<file path="src/rtl/arb4_pkg.sv">
`default_nettype none
// ============================================================================
// Module   : arb4_pkg
// Purpose  : Shared types and sizes for the 4-way round-robin arbiter
// Revision : 1.0
// ============================================================================
package arb4_pkg;

  localparam int N_REQ = 4;
  localparam int ID_W  = 2;

  typedef enum logic [0:0] {
    IDLE = 1'b0,
    BUSY = 1'b1
  } state_t;

endpackage
`default_nettype wire

</file>
<file path="src/rtl/arb4_rr_if.sv">
`default_nettype none
// ============================================================================
// Module   : arb4_rr_if
// Purpose  : Request/grant bundle between requesters and the arbiter
// Revision : 1.0
// ============================================================================
interface arb4_rr_if;
  import arb4_pkg::*;

  logic [N_REQ-1:0] req;
  logic             mode;
  logic [N_REQ-1:0] gnt;
  logic [ID_W-1:0]  gnt_id;
  logic             gnt_valid;
  logic             timeout;

  modport master (
    output req,
    output mode,
    input  gnt,
    input  gnt_id,
    input  gnt_valid,
    input  timeout
  );

  modport slave (
    input  req,
    input  mode,
    output gnt,
    output gnt_id,
    output gnt_valid,
    output timeout
  );

endinterface
`default_nettype wire

</file>
<file path="src/rtl/prio_enc4.sv">
`default_nettype none
// ============================================================================
// Module   : prio_enc4
// Purpose  : Combinational 4-to-2 priority encoder, bit 3 highest
// Revision : 1.0
// ============================================================================
module prio_enc4
  import arb4_pkg::*;
(
  input  wire logic [N_REQ-1:0] vec,
  output logic      [ID_W-1:0]  idx,
  output logic                  any
);

  always_comb begin
    any = |vec;
    idx = '0;
    if (vec[3]) begin
      idx = 2'd3;
    end else if (vec[2]) begin
      idx = 2'd2;
    end else if (vec[1]) begin
      idx = 2'd1;
    end
  end

endmodule
`default_nettype wire

</file>
<file path="src/rtl/arb4_rr.sv">
`default_nettype none
// ============================================================================
// Module   : arb4_rr
// Purpose  : 4-way arbiter, fixed or round-robin order, bounded hold time
// Revision : 1.0
// ============================================================================
module arb4_rr
  import arb4_pkg::*;
#(
  parameter int MAX_HOLD = 8
) (
  input wire logic  clk,
  input wire logic  rst_n,
  arb4_rr_if.slave  bus
);

  localparam logic [7:0] c_hold_last = 8'(MAX_HOLD - 1);

  state_t           r_state;
  state_t           w_state_nxt;
  logic [7:0]       r_hold_cnt;
  logic [7:0]       w_hold_nxt;
  logic [ID_W-1:0]  r_last;
  logic [ID_W-1:0]  w_last_nxt;
  logic [N_REQ-1:0] r_gnt;
  logic [N_REQ-1:0] w_gnt_nxt;
  logic [ID_W-1:0]  r_gnt_id;
  logic [ID_W-1:0]  w_gnt_id_nxt;
  logic             r_gnt_valid;
  logic             w_gnt_valid_nxt;
  logic             r_timeout;
  logic             w_timeout_nxt;

  logic [ID_W-1:0]    w_shift;
  logic [2*N_REQ-1:0] w_req_dbl;
  logic [N_REQ-1:0]   w_rot;
  logic [ID_W-1:0]    w_enc_idx;
  logic               w_any;
  logic [ID_W-1:0]    w_win;
  logic               w_owner_req;
  logic               w_expire;

  // Rotating by last puts req[last-1] on bit 3, so the encoder's fixed
  // 3..0 order becomes the round-robin order; un-rotate by adding back.
  always_comb begin
    w_shift   = bus.mode ? r_last : '0;
    w_req_dbl = {bus.req, bus.req};
    w_rot     = w_req_dbl[w_shift +: N_REQ];
    w_win     = w_enc_idx + w_shift;
  end

  prio_enc4 u_enc (
    .vec (w_rot),
    .idx (w_enc_idx),
    .any (w_any)
  );

  assign w_owner_req = bus.req[r_gnt_id];
  assign w_expire    = (r_hold_cnt == c_hold_last);

  always_ff @(posedge clk) begin
    if (!rst_n) begin
      r_state <= IDLE;
    end else begin
      r_state <= w_state_nxt;
    end
  end

  always_comb begin
    w_state_nxt = r_state;
    case (r_state)
      IDLE:    if (w_any) w_state_nxt = BUSY;
      BUSY:    if (!w_owner_req || w_expire) w_state_nxt = IDLE;
      default: w_state_nxt = IDLE;
    endcase
  end

  always_comb begin
    w_gnt_nxt       = r_gnt;
    w_gnt_id_nxt    = r_gnt_id;
    w_gnt_valid_nxt = r_gnt_valid;
    w_hold_nxt      = r_hold_cnt;
    w_last_nxt      = r_last;
    w_timeout_nxt   = 1'b0;
    case (r_state)
      IDLE: begin
        w_hold_nxt      = '0;
        w_gnt_nxt       = '0;
        w_gnt_id_nxt    = '0;
        w_gnt_valid_nxt = 1'b0;
        if (w_any) begin
          w_gnt_nxt[w_win] = 1'b1;
          w_gnt_id_nxt     = w_win;
          w_gnt_valid_nxt  = 1'b1;
        end
      end
      BUSY: begin
        if (!w_owner_req || w_expire) begin
          w_gnt_nxt       = '0;
          w_gnt_id_nxt    = '0;
          w_gnt_valid_nxt = 1'b0;
          w_last_nxt      = r_gnt_id;
          // Only a still-requesting owner is being forced off.
          w_timeout_nxt   = w_owner_req;
        end else begin
          w_hold_nxt = r_hold_cnt + 8'd1;
        end
      end
      default: begin
        w_gnt_nxt       = '0;
        w_gnt_id_nxt    = '0;
        w_gnt_valid_nxt = 1'b0;
      end
    endcase
  end

  always_ff @(posedge clk) begin
    if (!rst_n) begin
      r_gnt       <= '0;
      r_gnt_id    <= '0;
      r_gnt_valid <= 1'b0;
      r_timeout   <= 1'b0;
      r_hold_cnt  <= '0;
      r_last      <= '0;
    end else begin
      r_gnt       <= w_gnt_nxt;
      r_gnt_id    <= w_gnt_id_nxt;
      r_gnt_valid <= w_gnt_valid_nxt;
      r_timeout   <= w_timeout_nxt;
      r_hold_cnt  <= w_hold_nxt;
      r_last      <= w_last_nxt;
    end
  end

  assign bus.gnt       = r_gnt;
  assign bus.gnt_id    = r_gnt_id;
  assign bus.gnt_valid = r_gnt_valid;
  assign bus.timeout   = r_timeout;

endmodule
`default_nettype wire

</file>
<file path="src/flat_wrapper.sv">
// flat-port wrapper written by rule: the top's interface ports become plain ports
module arb4_rr_flat import arb4_pkg::*;
#(
  parameter int MAX_HOLD = 8
)
  (clk, rst_n, bus_req, bus_mode, bus_gnt, bus_gnt_id, bus_gnt_valid, bus_timeout);
  arb4_rr_if bus_i ();
  input wire logic clk;
  input wire logic rst_n;
  input wire logic [$bits(bus_i.req)-1:0] bus_req;
  input wire logic [$bits(bus_i.mode)-1:0] bus_mode;
  output wire logic [$bits(bus_i.gnt)-1:0] bus_gnt;
  output wire logic [$bits(bus_i.gnt_id)-1:0] bus_gnt_id;
  output wire logic [$bits(bus_i.gnt_valid)-1:0] bus_gnt_valid;
  output wire logic [$bits(bus_i.timeout)-1:0] bus_timeout;
  assign bus_i.req = bus_req;
  assign bus_i.mode = bus_mode;
  assign bus_gnt = bus_i.gnt;
  assign bus_gnt_id = bus_i.gnt_id;
  assign bus_gnt_valid = bus_i.gnt_valid;
  assign bus_timeout = bus_i.timeout;
  arb4_rr #(.MAX_HOLD(MAX_HOLD)) u_core (.clk(clk), .rst_n(rst_n), .bus(bus_i));
endmodule
</file>
<file path="config.mk">
export PLATFORM = sky130hd
export DESIGN_NAME = arb4_rr_flat
export DESIGN_NICKNAME = d
export VERILOG_FILES = /design/src/rtl/arb4_pkg.sv /design/src/rtl/arb4_rr_if.sv /design/src/rtl/prio_enc4.sv /design/src/rtl/arb4_rr.sv /design/src/flat_wrapper.sv
export SDC_FILE = /design/constraint.sdc
export NUM_CORES = 1
export LEC_CHECK = 0
export CAP_MARGIN = 5
export CORE_MARGIN = 1
export CORE_UTILIZATION = 40
export DETAILED_ROUTE_END_ITERATION = 7
export PLACE_DENSITY_LB_ADDON = 0.25
export REMOVE_ABC_BUFFERS = 1
export SETUP_SLACK_MARGIN = 0.1
export SYNTH_ARGS = -nofsm -noshare
export SYNTH_HDL_FRONTEND = slang
export SYNTH_SLANG_ARGS = --single-unit
</file>
<file path="constraint.sdc">
create_clock -name clk -period 3.47 [get_ports clk]
set_input_delay 1.041 -clock clk [delete_from_list [all_inputs] [get_ports clk]]
set_output_delay 1.041 -clock clk [all_outputs]
set_load 0.02 [all_outputs]
</file>
Word level (Yosys, flattened, before mapping)
Cells that the tools add are included.

cells by class
  multiplexer cells = 21
  eq/ne operators = 3
  reductions and logical operators = 6
  bitwise gates (word level) = 1
  shifts and indexed selects = 1
  $lt $le $gt $ge = 3
  add/subtract/negate cells = 2

operator list
  operator               number
  $pmux W8 S2            1
  $mux W2                5
  $add A8 B1 Y8 const B  1
  $eq A8 B3 Y1 const B   1
  $mux W4                2
  $mux W8                1
  $pmux W4 S2            1
  $shiftx A8 B3 Y4       1
  $lt A2 B3 Y1 const B   2
  $mux W1                6
  $ne A2 B2 Y1 const B   2
  $pmux W1 S2            2
  $pmux W2 S2            1
  $reduce_or A4 Y1       1
  $reduce_and A3 Y1      1
  $add A2 B2 Y2          1
  $bmux W1 S2            1
  $demux W1 S2           1
  $ge A2 B1 Y1 const B   1
  $reduce_and A2 Y1      1
  $logic_and A1 B1 Y1    1
  $logic_not A1 Y1       1
  $logic_or A1 B1 Y1     1
  $not A1 Y1             1

storage, ports and cells
  flip-flop bits (word level) = 19
  output and inout bits = 8
  bits of input ports = 7

Longest topological paths before layout
Gate-level depths: netlist of run 1.

  word-level depth = 12
  depth in mapped cells = 10

Cells and area by module
A second synthesis of run 1 with hierarchy kept.

second synthesis, totals
  cell total of the unflattened synthesis = 106
  area total of the unflattened synthesis = 969.7 µm²

modules (own cells, without submodules)
  module     instances  area an instance (µm²)  cells each
  arb4_rr    1          945.9                   102
  prio_enc4  1          23.8                    4

Worst setup path before layout of run 1
Ideal clock, no wire load.

  path type = input to register
  start = input bus_mode
  end = register u_core.r_gnt[1] (netlist: u_core.bus.gnt[1])
  required time = 3.409 ns
  setup time = 0.061 ns
  path slack = 0.739 ns
  data arrival time = 2.669 ns
  stages = 9
  path through = buf_2 -> nand3_1 -> a21oi_1 -> a31oi_1 -> a21o_1 -> ha_1 -> or4_1 -> nand4b_1 -> a32o_1

on the way
  cells in the longest elaborated chain, start to end = 12
  elaborated cells on any way between the ends = 14
  classes of those cells = 1 x add/sub; 2 x order compare; 1 x shift; 8 x mux; 2 x reduce/logical

ends and longest elaborated chain
  item                                                                line                source
  from (decl)                                                         flat_wrapper.sv:11  input wire logic [$bits(bus_i.mode)-1:0] bus_mode;
  $mux W2 (*)                                                         arb4_rr.sv:46       w_shift = bus.mode ? r_last : '0;
  $shiftx A8 B3 Y4                                                    arb4_rr.sv:48       w_rot = w_req_dbl[w_shift +: N_REQ];
  $mux W1                                                             prio_enc4.sv:22     end else if (vec[1]) begin
  $mux W2                                                             prio_enc4.sv:20     end else if (vec[2]) begin
  $mux W2                                                             prio_enc4.sv:18     if (vec[3]) begin
  $add A2 B2 Y2                                                       arb4_rr.sv:49       w_win = w_enc_idx + w_shift;
  $lt A2 B3 Y1 (not written as such) or $ge A2 B1 Y1 (tied branches)  arb4_rr.sv:92       w_gnt_nxt[w_win] = 1'b1;
  $logic_and A1 B1 Y1 (not written as such)                           arb4_rr.sv:92
  $mux W1 (not written as such)                                       arb4_rr.sv:92
  $demux W1 S2                                                        n/a
  $mux W4 (*)                                                         arb4_rr.sv:91       if (w_any) begin
  $pmux W4 S2 (*)                                                     arb4_rr.sv:85       case (r_state)
  to (signal assigned)                                                arb4_rr.sv:126      r_gnt <= w_gnt_nxt;
  to (decl)                                                           arb4_rr.sv:25       logic [N_REQ-1:0] r_gnt;

Every way passes the cells marked *; elsewhere a longest branch is shown, timed or not.
A chain may end at the register's enable or synchronous reset.

Worst setup path in the final report of run 1
  start = input bus_mode
  end = register u_core.r_gnt[0] (netlist: u_core.bus.gnt[0])

Same word-level chain as after synthesis.

==> flow_summary.yaml, run 1 <==
synth:
  yosysWarnings: 0
  synth_top_area_cell: "dfxtp_1"
  synth_cell_types: 41
  ys.flop_type: "dfxtp_1"
  syn_area_um2: 1021
  seq_area_frac_synth_pct: 37.25
  async_flop_share_pct: 0
  ys_top_cells_by_area: "dfxtp_1, nor2_1, nand3_1"
  synth-edff-count: 0
  ys_ff_latch: 19
  syn_inst: 111
  syn_area_per_cell_um2: 9.198
  netlist.area_leader.share_pct: 37.25
critical_path:
  path_buf_inv: 1
  end_kind: "flip-flop"
  reg2reg_slack_ps: 1190
  crit_required_ps: 3730
  cp.arrival_ps: 3290
  critPathMaxFanout: 7
  slowest_stage: "clkdlybuf4s50_1"
  worstSetupPathType: "in2reg"
  critPathLaunchType: "input pin"
  critPathTopFamily: "simple AND/OR/NAND/NOR gates"
  worst_path_largest_cell_delay_ps: 570
  worstReg2RegStart: "u_core.r_last[1]"
  reg2reg_depth: 8
  rr_endpoint: "u_core.bus.gnt[0]"
  crit_chain: "clkdlybuf4s50_1 -> nand3_1 -> a21oi_1 -> a211oi_1 -> a21o_1 -> ha_1 -> or4_1 -> nand4b_1 -> a32o_1"
die:
  core_area_um2: 2318
  rows: 17
  initial_core_util_pct: 44.04
  dieWidth_um: 52.52
  fp.dieH_um: 52.52
  die_area_um2: 2758
  ios: 15
job:
  cap_viol_max_count: 0
grt:
  grt_pass1_vias: 812
  grt_usage_pct: 19.06
  overflow: 0
  grt_max_degree: 13
  antenna_found_initial: 0
  grt_pass1_wl_mm: 3.843
timing:
  maxSlewViolCount: 0
  finClkSkew_ps: 17.59
  slew_headroom_pct: 69.25
  min_period_ps: 3029
  hold_viol_final: 0
  finalCritPeriodShare_pct: 87.30
  timing.final.ws_setup_ps: 440.5
  grt_setup_unrepaired: "false"
  tightest_slew_ps: 459.6
  tns_ps: 0
  setup_viol: 0
  whs_ps: 470.0
  fmax_mhz: 330.1
cts:
  htreeDepth: 1
  insertion_delay_ps: 310
  cts_setup_buffers: 0
  cts.sinks: 19
  cts_tree: "done"
  tritoncts.num_buffers: 3
  clockBufferDepth: 2
  cts_root_buffer: "clkbuf_4"
  hold_buffers: 0
  path_clk_slew_ps: 120
  postCtsResizedCells: 0
hold_path:
  hold_path_class: "reg2reg"
  holdPathEnd: "u_core.bus.gnt_valid"
  worstHoldPathCells: 1
  hp-start: "u_core.bus.gnt_valid"
detailed_routing:
  antenna_left: 0
  route.detailed.drc: 0
  routed_wl_mm: 2.087
  drt-vias-per-instance: 5.742
  drtIter0Drc: 17
  wl_per_cell_um: 13.46
  dr.pass1.iters: 4
  num_vias: 890
placement:
  preCtsSetupSlack_ps: 124.0
  finalWeightedCongestion: 0.8022
  dpl.hpwl_mm: 1.507
  place_inst: 151
  io_buffers: 14
final_layout:
  nFillCells: 217
  nets: 137
  antenna_cells: 0
  area_growth_pct: 18.38
  drive_above_1_share_pct: 12.60
  layoutNonFillerInstCount: 155
power_and_ir_drop:
  finalPower_uw: 443.4
  p_leak_nw: 0.4469
  ir_worst_vdd_mv: 0.3441
  p_per_area_nw_per_um2: 366.8
outcome:
  run_status: "finished, final reports clean"
[metrics by stage]
step           instance area (um^2)  utilization, %
2_1_floorplan                 980.9               -
6_report                       1209           52.13
3_3_place_gp                   1179           50.84
3_5_place_dp                   1179           50.84
4_1_cts                        1209           52.13
5_1_grt                        1209           52.13
[power breakdown]
group / internal, mW / leakage (nW) / switching [mW]
Clock: 0.0440 / 0.0139 / 0.0720
Combinational: 0.0419 / 0.278 / 0.0463
Sequential: 0.228 / 0.155 / 0.0112
[cells in the mapped netlist (2+ instances only)]
master / count
dfxtp_1: 19
nor2_1: 10
nand2_1: 9
nand3_1: 7
a21oi_1: 6
xor2_1: 4
a211oi_1: 3
a31o_2: 3
mux2i_1: 3
nand4_1: 3
o21ai_0: 3
o2bb2ai_1: 3
a21o_1: 2
a32o_1: 2
and3_1: 2
buf_2: 2
ha_1: 2
nor3_1: 2
nor4bb_1: 2
o2111ai_1: 2
or4_1: 2
[worst max path at each step]
stage	start	endpoint	cells after the start
after floorplan	bus_req[1]	u_core.bus.gnt[1]	8
after global placement	bus_mode	u_core.bus.gnt[1]	9
after detailed placement	bus_mode	u_core.bus.gnt[0]	9
after CTS	bus_mode	u_core.bus.gnt[0]	9
after global routing	bus_mode	u_core.bus.gnt[0]	9
final	bus_mode	u_core.bus.gnt[0]	9
[cell type report]
class	instances	area, um^2	share of cell area, %
Multi-Input combinational cell	86	596.8	49.38
Tap cell	28	35.03	2.899
Sequential cell	19	380.4	31.47
Timing Repair Buffer	17	162.7	13.46
Clock inverter	1	7.507	0.6211
Inverter	1	3.754	0.3106
Clock buffer	3	22.52	1.863
[flip-flops by register name, summed over array words and instances (netlist names)]
register	flops
u_core.r_last	2
u_core.bus.gnt_valid	1
u_core.bus.timeout	1
u_core.r_hold_cnt	8
u_core.bus.gnt_id	2
u_core.r_state	1
u_core.bus.gnt	4
[kinds of logic (layout without fill, tap and decap cells)]
group | after synthesis | in the layout | share of synthesized area [%]
simple gates | 47 | 47 | 26.35
compound gates | 28 | 28 | 20.22
flops | 19 | 19 | 37.25
buf+inv | 6 | 22 | 4.288
xor+xnor | 5 | 5 | 4.289
mux | 4 | 4 | 5.147
fa+ha+maj | 2 | 2 | 2.451
[worst reg2reg max path: cells and delay by family, from the launching register on]
kind            cells  cell delay [ps]
flops               1              550
simple gates        3              870
fa+ha+maj           1              210
compound gates      4              610
[placed cells by master (no fill, tap or decap), drive strengths merged, types with 4 or more instances in the layout]
cell type	n
nor2	10
nand3	7
dfxtp	19
xor2	4
clkdlybuf4s50	14
nand2	9
a21oi	6
[routing by layer]
layer	vias to the layer above	track usage, %	wire length (um)
li1	463	-	-
met2	15	27.43	846
met4	0	5.263	17
met5	-	0	0
met3	5	6.377	86
met1	407	26.77	1137
(Power assumes the default switching activity.)
==> inputs of run 2 (changes only) <==
--- a/config.mk
+++ b/config.mk
@@ -5,6 +5,7 @@
 export SDC_FILE = /design/constraint.sdc
 export NUM_CORES = 1
 export LEC_CHECK = 0
+export ABC_CLOCK_PERIOD_IN_PS = 3470
 export CAP_MARGIN = 5
 export CORE_MARGIN = 1
 export CORE_UTILIZATION = 40
@@ -12,6 +13,7 @@
 export PLACE_DENSITY_LB_ADDON = 0.25
 export REMOVE_ABC_BUFFERS = 1
 export SETUP_SLACK_MARGIN = 0.1
+export SKIP_CTS_REPAIR_TIMING = 1
 export SYNTH_ARGS = -nofsm -noshare
 export SYNTH_HDL_FRONTEND = slang
 export SYNTH_SLANG_ARGS = --single-unit
==> results of run 2 <==
Same layout as run 1: the final DEF is identical, and so are final timing and power.
